## src/rtl/div_pkg.sv

```systemverilog
`default_nettype none
// ============================================================================
//  Module   : div_pkg
//  Brief    : Shared constants for the iterative divider: FSM state encoding
//             and the nominal request-to-result latency.
//  Revision : 1.0 - initial release
// ============================================================================
package div_pkg;

    // Nominal operand width and the accept-to-done latency in cycles
    localparam int DIV_WIDTH = 32;
    localparam int DIV_LAT   = DIV_WIDTH + 1;

    // Divider FSM state encoding
    localparam logic [1:0] ST_IDLE = 2'd0;
    localparam logic [1:0] ST_CALC = 2'd1;
    localparam logic [1:0] ST_DONE = 2'd2;

endpackage
`default_nettype wire

```

## src/rtl/div_iter.sv

```systemverilog
`default_nettype none
// ============================================================================
//  Module   : div_iter
//  Brief    : Iterative radix-2 restoring divider for DIV/DIVU in the execute
//             stage. Produces quotient (LO) and remainder (HI), a stall
//             request for the hazard unit, and honours execute-stage flush.
//             Optional macro DIV_ZERO_FAST_EN: a zero divisor bypasses the
//             iteration and completes one cycle after accept.
//  Revision : 1.0 - initial release
// ============================================================================
module div_iter
    import div_pkg::*;
#(
    parameter int WIDTH = 32,
    parameter int CNT_W = 6
) (
    input  logic             clk,
    input  logic             resetn,
    input  logic             div_req,
    input  logic             div_signed,
    input  logic [WIDTH-1:0] div_x,
    input  logic [WIDTH-1:0] div_y,
    input  logic             es_flush,
    output logic             div_block,
    output logic             div_done,
    output logic [WIDTH-1:0] div_q,
    output logic [WIDTH-1:0] div_r
);

    logic [1:0]       r_state;
    logic [CNT_W-1:0] r_cnt;
    logic [WIDTH-1:0] r_rem;      // partial remainder
    logic [WIDTH-1:0] r_quo;      // dividend bits shift out, quotient bits shift in
    logic [WIDTH-1:0] r_y;        // divisor magnitude
    logic [WIDTH-1:0] r_x_raw;    // original dividend, returned on divide-by-zero
    logic             r_sign_q;
    logic             r_sign_r;
    logic             r_y_zero;
    logic             r_done;
    logic [WIDTH-1:0] r_q;
    logic [WIDTH-1:0] r_r;

    logic             w_accept;
    logic             w_abort;
    logic             w_y_zero;
    logic [WIDTH-1:0] w_x_abs;
    logic [WIDTH-1:0] w_y_abs;
    logic [WIDTH:0]   w_shift;
    logic [WIDTH:0]   w_diff;
    logic             w_bit;
    logic [WIDTH-1:0] w_rem_nxt;
    logic [WIDTH-1:0] w_quo_nxt;
    logic [WIDTH-1:0] w_q_fix;
    logic [WIDTH-1:0] w_r_fix;

    // Operand conditioning at accept: magnitudes only for signed operations
    assign w_accept = div_req & ~es_flush;
    assign w_abort  = es_flush | ~div_req;
    assign w_y_zero = (div_y == '0);
    assign w_x_abs  = (div_signed & div_x[WIDTH-1]) ? -div_x : div_x;
    assign w_y_abs  = (div_signed & div_y[WIDTH-1]) ? -div_y : div_y;

    // One restoring step: shift {rem, dividend} left, trial-subtract on WIDTH+1 bits
    assign w_shift   = {r_rem, r_quo[WIDTH-1]};
    assign w_diff    = w_shift - {1'b0, r_y};
    assign w_bit     = ~w_diff[WIDTH];
    assign w_rem_nxt = w_bit ? w_diff[WIDTH-1:0] : w_shift[WIDTH-1:0];
    assign w_quo_nxt = {r_quo[WIDTH-2:0], w_bit};

    // Final sign correction; a zero divisor overrides it with the fixed result
    assign w_q_fix = r_y_zero ? '1      : (r_sign_q ? -w_quo_nxt : w_quo_nxt);
    assign w_r_fix = r_y_zero ? r_x_raw : (r_sign_r ? -w_rem_nxt : w_rem_nxt);

    // Divider FSM and datapath registers
    always_ff @(posedge clk or negedge resetn) begin
        if (!resetn) begin
            r_state  <= ST_IDLE;
            r_cnt    <= '0;
            r_rem    <= '0;
            r_quo    <= '0;
            r_y      <= '0;
            r_x_raw  <= '0;
            r_sign_q <= 1'b0;
            r_sign_r <= 1'b0;
            r_y_zero <= 1'b0;
            r_done   <= 1'b0;
            r_q      <= '0;
            r_r      <= '0;
        end else begin
            case (r_state)
                ST_IDLE: begin
                    r_done <= 1'b0;
                    if (w_accept) begin
                        r_rem    <= '0;
                        r_quo    <= w_x_abs;
                        r_y      <= w_y_abs;
                        r_x_raw  <= div_x;
                        r_sign_q <= div_signed & (div_x[WIDTH-1] ^ div_y[WIDTH-1]);
                        r_sign_r <= div_signed & div_x[WIDTH-1];
                        r_y_zero <= w_y_zero;
                        r_cnt    <= CNT_W'(WIDTH);
`ifdef DIV_ZERO_FAST_EN
                        if (w_y_zero) begin
                            r_state <= ST_DONE;
                            r_done  <= 1'b1;
                            r_q     <= '1;
                            r_r     <= div_x;
                        end else begin
                            r_state <= ST_CALC;
                        end
`else
                        r_state  <= ST_CALC;
`endif
                    end
                end
                ST_CALC: begin
                    if (w_abort) begin
                        r_state <= ST_IDLE;
                        r_cnt   <= '0;
                    end else begin
                        r_rem <= w_rem_nxt;
                        r_quo <= w_quo_nxt;
                        r_cnt <= r_cnt - CNT_W'(1);
                        if (r_cnt == CNT_W'(1)) begin
                            r_state <= ST_DONE;
                            r_done  <= 1'b1;
                            r_q     <= w_q_fix;
                            r_r     <= w_r_fix;
                        end
                    end
                end
                ST_DONE: begin
                    r_state <= ST_IDLE;
                    r_done  <= 1'b0;
                    r_cnt   <= '0;
                end
                default: begin
                    r_state <= ST_IDLE;
                    r_done  <= 1'b0;
                    r_cnt   <= '0;
                end
            endcase
        end
    end

    // A flush in the completion cycle suppresses the done pulse; the stall
    // drops in the done cycle so the instruction advances with its result
    assign div_done  = r_done & ~es_flush;
    assign div_block = resetn & div_req & ~div_done & ~es_flush;
    assign div_q     = r_q;
    assign div_r     = r_r;

endmodule
`default_nettype wire
```

## config.mk

```make
export PLATFORM = sky130hd
export DESIGN_NAME = div_iter
export DESIGN_NICKNAME = d
export VERILOG_FILES = /design/src/rtl/div_pkg.sv /design/src/rtl/div_iter.sv
export SDC_FILE = /design/constraint.sdc
export NUM_CORES = 1
export LEC_CHECK = 0
export ABC_AREA = 1
export CAP_MARGIN = 15
export CORE_ASPECT_RATIO = 1.2
export CORE_UTILIZATION = 54
export CTS_BUF_LIST = sky130_fd_sc_hd__clkbuf_8
export CTS_CLUSTER_DIAMETER = 50
export CTS_CLUSTER_SIZE = 20
export DETAILED_ROUTE_END_ITERATION = 10
export PLACE_DENSITY = 0.85
export SLEW_MARGIN = 0
export SYNTH_ARGS = -nofsm -noshare
export SYNTH_HDL_FRONTEND = slang
export SYNTH_SLANG_ARGS = --single-unit
export TNS_END_PERCENT = 50
```

## constraint.sdc

```tcl
create_clock -name clk -period 4.1 [get_ports clk]
set_clock_uncertainty 0.1 [all_clocks]
set_input_delay 0.82 -clock clk [delete_from_list [all_inputs] [get_ports clk]]
set_output_delay 0.82 -clock clk [all_outputs]
set_load 0.05 [all_outputs]
```

==> impl_metrics.yaml <==
die:
  coreArea_sq_um: 25700
  std_cell_rows: 64
  die_y_um: 180
  boundaryPins: 135
  die_w_um: 150
  design.die.area_sq_um: 27000
  start_util: 0.554
logic_synthesis:
  yosys.area_share.adder: 0.0348
  synth_xor_area_frac: 0.0516
  ys_ff_latch: 204
  synth_cells: 2100
  synth_top_family_by_area: "simple AND/OR/NAND/NOR gates"
  seq_area_frac_synth: 0.358
  yosysWarnings: 0
  synth_area_per_cell_sq_um: 6.79
  synth_mux_area_frac: 0
  synth_top_area_cell: "dfrtp_1"
  ys_types: 49
  synthSimpleGateAreaFrac: 0.302
  synth_compound_area_frac: 0.155
  synth_top_area_share: 0.358
  yosys-top-cells-area: "dfrtp_1 36%, nand2_1 16%, inv_1 7.3%, o21ai_0 6.4%, nor2_1 4.7%"
  synthesis.nets: 2208
  synth.cell_area_sq_um: 14300
routing:
  dr.pass1.iters: 5
  vias: 14500
  drc: 0
  drt_wl_total_mm: 43.5
  wl_per_cell_um: 16.9
  drt_iter0_drc: 1048
  final_antenna_net_count: 0
  vias_per_cell: 5.64
final_layout:
  drive_above_1_share: 0.0692
  syn2layout_area_growth_pct: 16.5
  diodes: 0
  finalNonFillerCells: 2569
  fin_nets: 2330
  fill_cells: 2247
  regArea_sq_um: 5100
  multi_input_area_sq_um: 7820
setup_path:
  path_cells: "clkdlybuf4s50_1 > inv_1 > ha_1 > nand3_1 > nor3_1 > inv_1 > nor3_1 > nand2_1 > nor3_1 > nand2_1 > nor4_1 > inv_1 > o21ai_0 > xor2_1 > o21ai_0"
  path_class: "in2reg"
  setup.worst_path.start: "div_y[0]"
  rr_startpoint: "r_rem[18]"
  start_kind: "input port"
  crit_required_ps: 4450
  reg2reg_slack_ps: 280
  rr_worst_depth: 19
  slowest_delay_ps: 500
  critPathCaptureType: "flip-flop"
  critPathMaxFanout: 3
  crit_slowest_cell: "xor2_1"
  cp.arrival_ps: 4190
grt:
  grt_max_degree: 140
  grt_first_pass_wirelength_mm: 69.7
  grt_usage: 0.325
  antenna_found_initial: 0
  grt_pass1_vias: 13900
  grt_remaining_overflow: 0
clock_tree:
  h-tree-depth: 1
  clkSinkCount: 204
  cts_made_buffers: 23
  clk_pin_slew_ps: 100
  cts-root-buf: "clkbuf_8"
  hold_buffers: 0
  tritoncts: "done"
  cts_buffer_depth: 3
  clock_latency_ps: 590
min_path:
  min-delay-start: "r_x_raw[8]"
  hold_class: "reg2reg"
  hold_depth: 2
timing:
  final_max_slew_viol_count: 0
  finalCriticalPeriod_ps: 3840
  hold_viol: 0
  fmax_mhz: 260
  post-route-period-util: 0.937
  setup_viol: 0
  tns_ps: 0
  tightest_slew_ps: 859
  slew_headroom: 0.428
place:
  portBuffers: 134
  dp_hpwl_mm: 32.5
  dp.cells: 2525
  place_congestion: 1.00
run:
  cap_violations: 0
power:
  max-vdd-ir-drop_mv: 0.363
  power.density_nw_per_um2: 618
  p_leak_nw: 8.49
status:
  status: "completed"
-- cells in the final DEF (no fill, tap or decap), types with 18 or more instances in the layout --
cell type and instances:
a21oi_1 108, xor2_1 48, clkbuf_8 27, xnor2_1 36, clkdlybuf4s50_1 133, nand2_2 31, buf_4 32, nand2_1 604
inv_1 277, nor2_1 173, nand4_1 18, nand3_1 99, dfrtp_1 204, o21ai_0 181, nor3_1 36, ha_1 37
o22ai_1 48
-- final timing paths --
path	endpoint
max in group asynchronous	r_rem[24]
worst min-delay path	r_x_raw[8]
min in group asynchronous	r_done
worst max-delay path	r_y[28]
worst min register to register	r_x_raw[8]
worst max register to register	div_q[28]
-- cells by family after synthesis --
group	count (synthesis)
AO/OA/AOI/OAI	401
XOR/XNOR	84
adder cells (fa/ha/maj)	39
buffers and inverters	356
flip-flops	204
AND/OR/NAND/NOR	1016
-- layout make-up --
type,count,area share
clock inverter,16,0.0123
inverter,284,0.0642
timing repair buffer,169,0.0991
multi-input combinational,1540,0.471
clock buffer,26,0.0215
sequential,204,0.307
tap,330,0.0249
-- cells in the mapped netlist (all sizes together) --
master and instances:
a21oi 111, buf 15, nand3 104, ha 38
o211ai 15, fa 1, nor3 37, nor2 186
o21bai 6, a31oi 12, a21o 2, o41ai 3
o21ai 198, a21boi 1, dfrtp 204, and3 2
inv 279, and2 3, nand2 641, o221ai 2
xor2 48, xnor2 36, clkinv 5, nand4 18
or3 1, clkbuf 57, nand3b 7, nor3b 1
o21a 1, nor4 10, o31ai 1, or2 6
a221oi 1, o22ai 48
-- registers in the layout (all words and copies together) (netlist names) --
| register | flops |
|---|---|
| div_q | 32 |
| div_r | 32 |
| r_cnt | 6 |
| r_done | 1 |
| r_quo | 32 |
| r_rem | 32 |
| r_sign_q | 1 |
| r_sign_r | 1 |
| r_state | 2 |
| r_x_raw | 32 |
| r_y | 32 |
| r_y_zero | 1 |
-- stage by stage --
step / setup slack (ps) / utilization / total power, W / area, sq um / hold slack, ps
after global routing: -10.7 / 0.646 / 0.0110 / 16600 / 407
after detailed placement: -247 / 0.622 / 0.00844 / 16000 / 361
after CTS: 16.3 / 0.643 / 0.0101 / 16500 / 382
final: 257 / 0.646 / 0.0103 / 16600 / 382
after floorplan: 159 / - / 0.00688 / 14300 / 343
after global placement: -253 / 0.622 / 0.00838 / 16000 / 358
-- layer usage --
| metal | vias up | global-route usage | wire length [um] |
|---|---|---|---|
| li1 | 7012 | - | - |
| met1 | 6749 | 0.398 | 17200 |
| met2 | 607 | 0.561 | 21100 |
| met3 | 125 | 0.0492 | 3290 |
| met4 | 0 | 0.136 | 1950 |
| met5 | - | 0 | 0 |
-- power breakdown --
group / internal [W] / leakage, nW / switching, W
Clock: 0.000767 / 0.276 / 0.000894
Sequential: 0.00234 / 2.66 / 0.000270
Combinational: 0.00195 / 5.55 / 0.00404
Total: 0.00506 / 8.49 / 0.00520
-- critical path, delay by kind of cell --
| family | cells | cell delay, ps |
|---|---|---|
| buf+inv | 4 | 720 |
| simple gates | 7 | 1600 |
| fa+ha+maj | 1 | 170 |
| xor+xnor | 1 | 500 |
| compound gates | 2 | 370 |
-- what timing repair did --
action                                  CTS  global route
endpoints found under the setup margin    0            21
buffers inserted                          0             2
gates resized for setup                   0            12
Power figures use the tool's default switching activity.
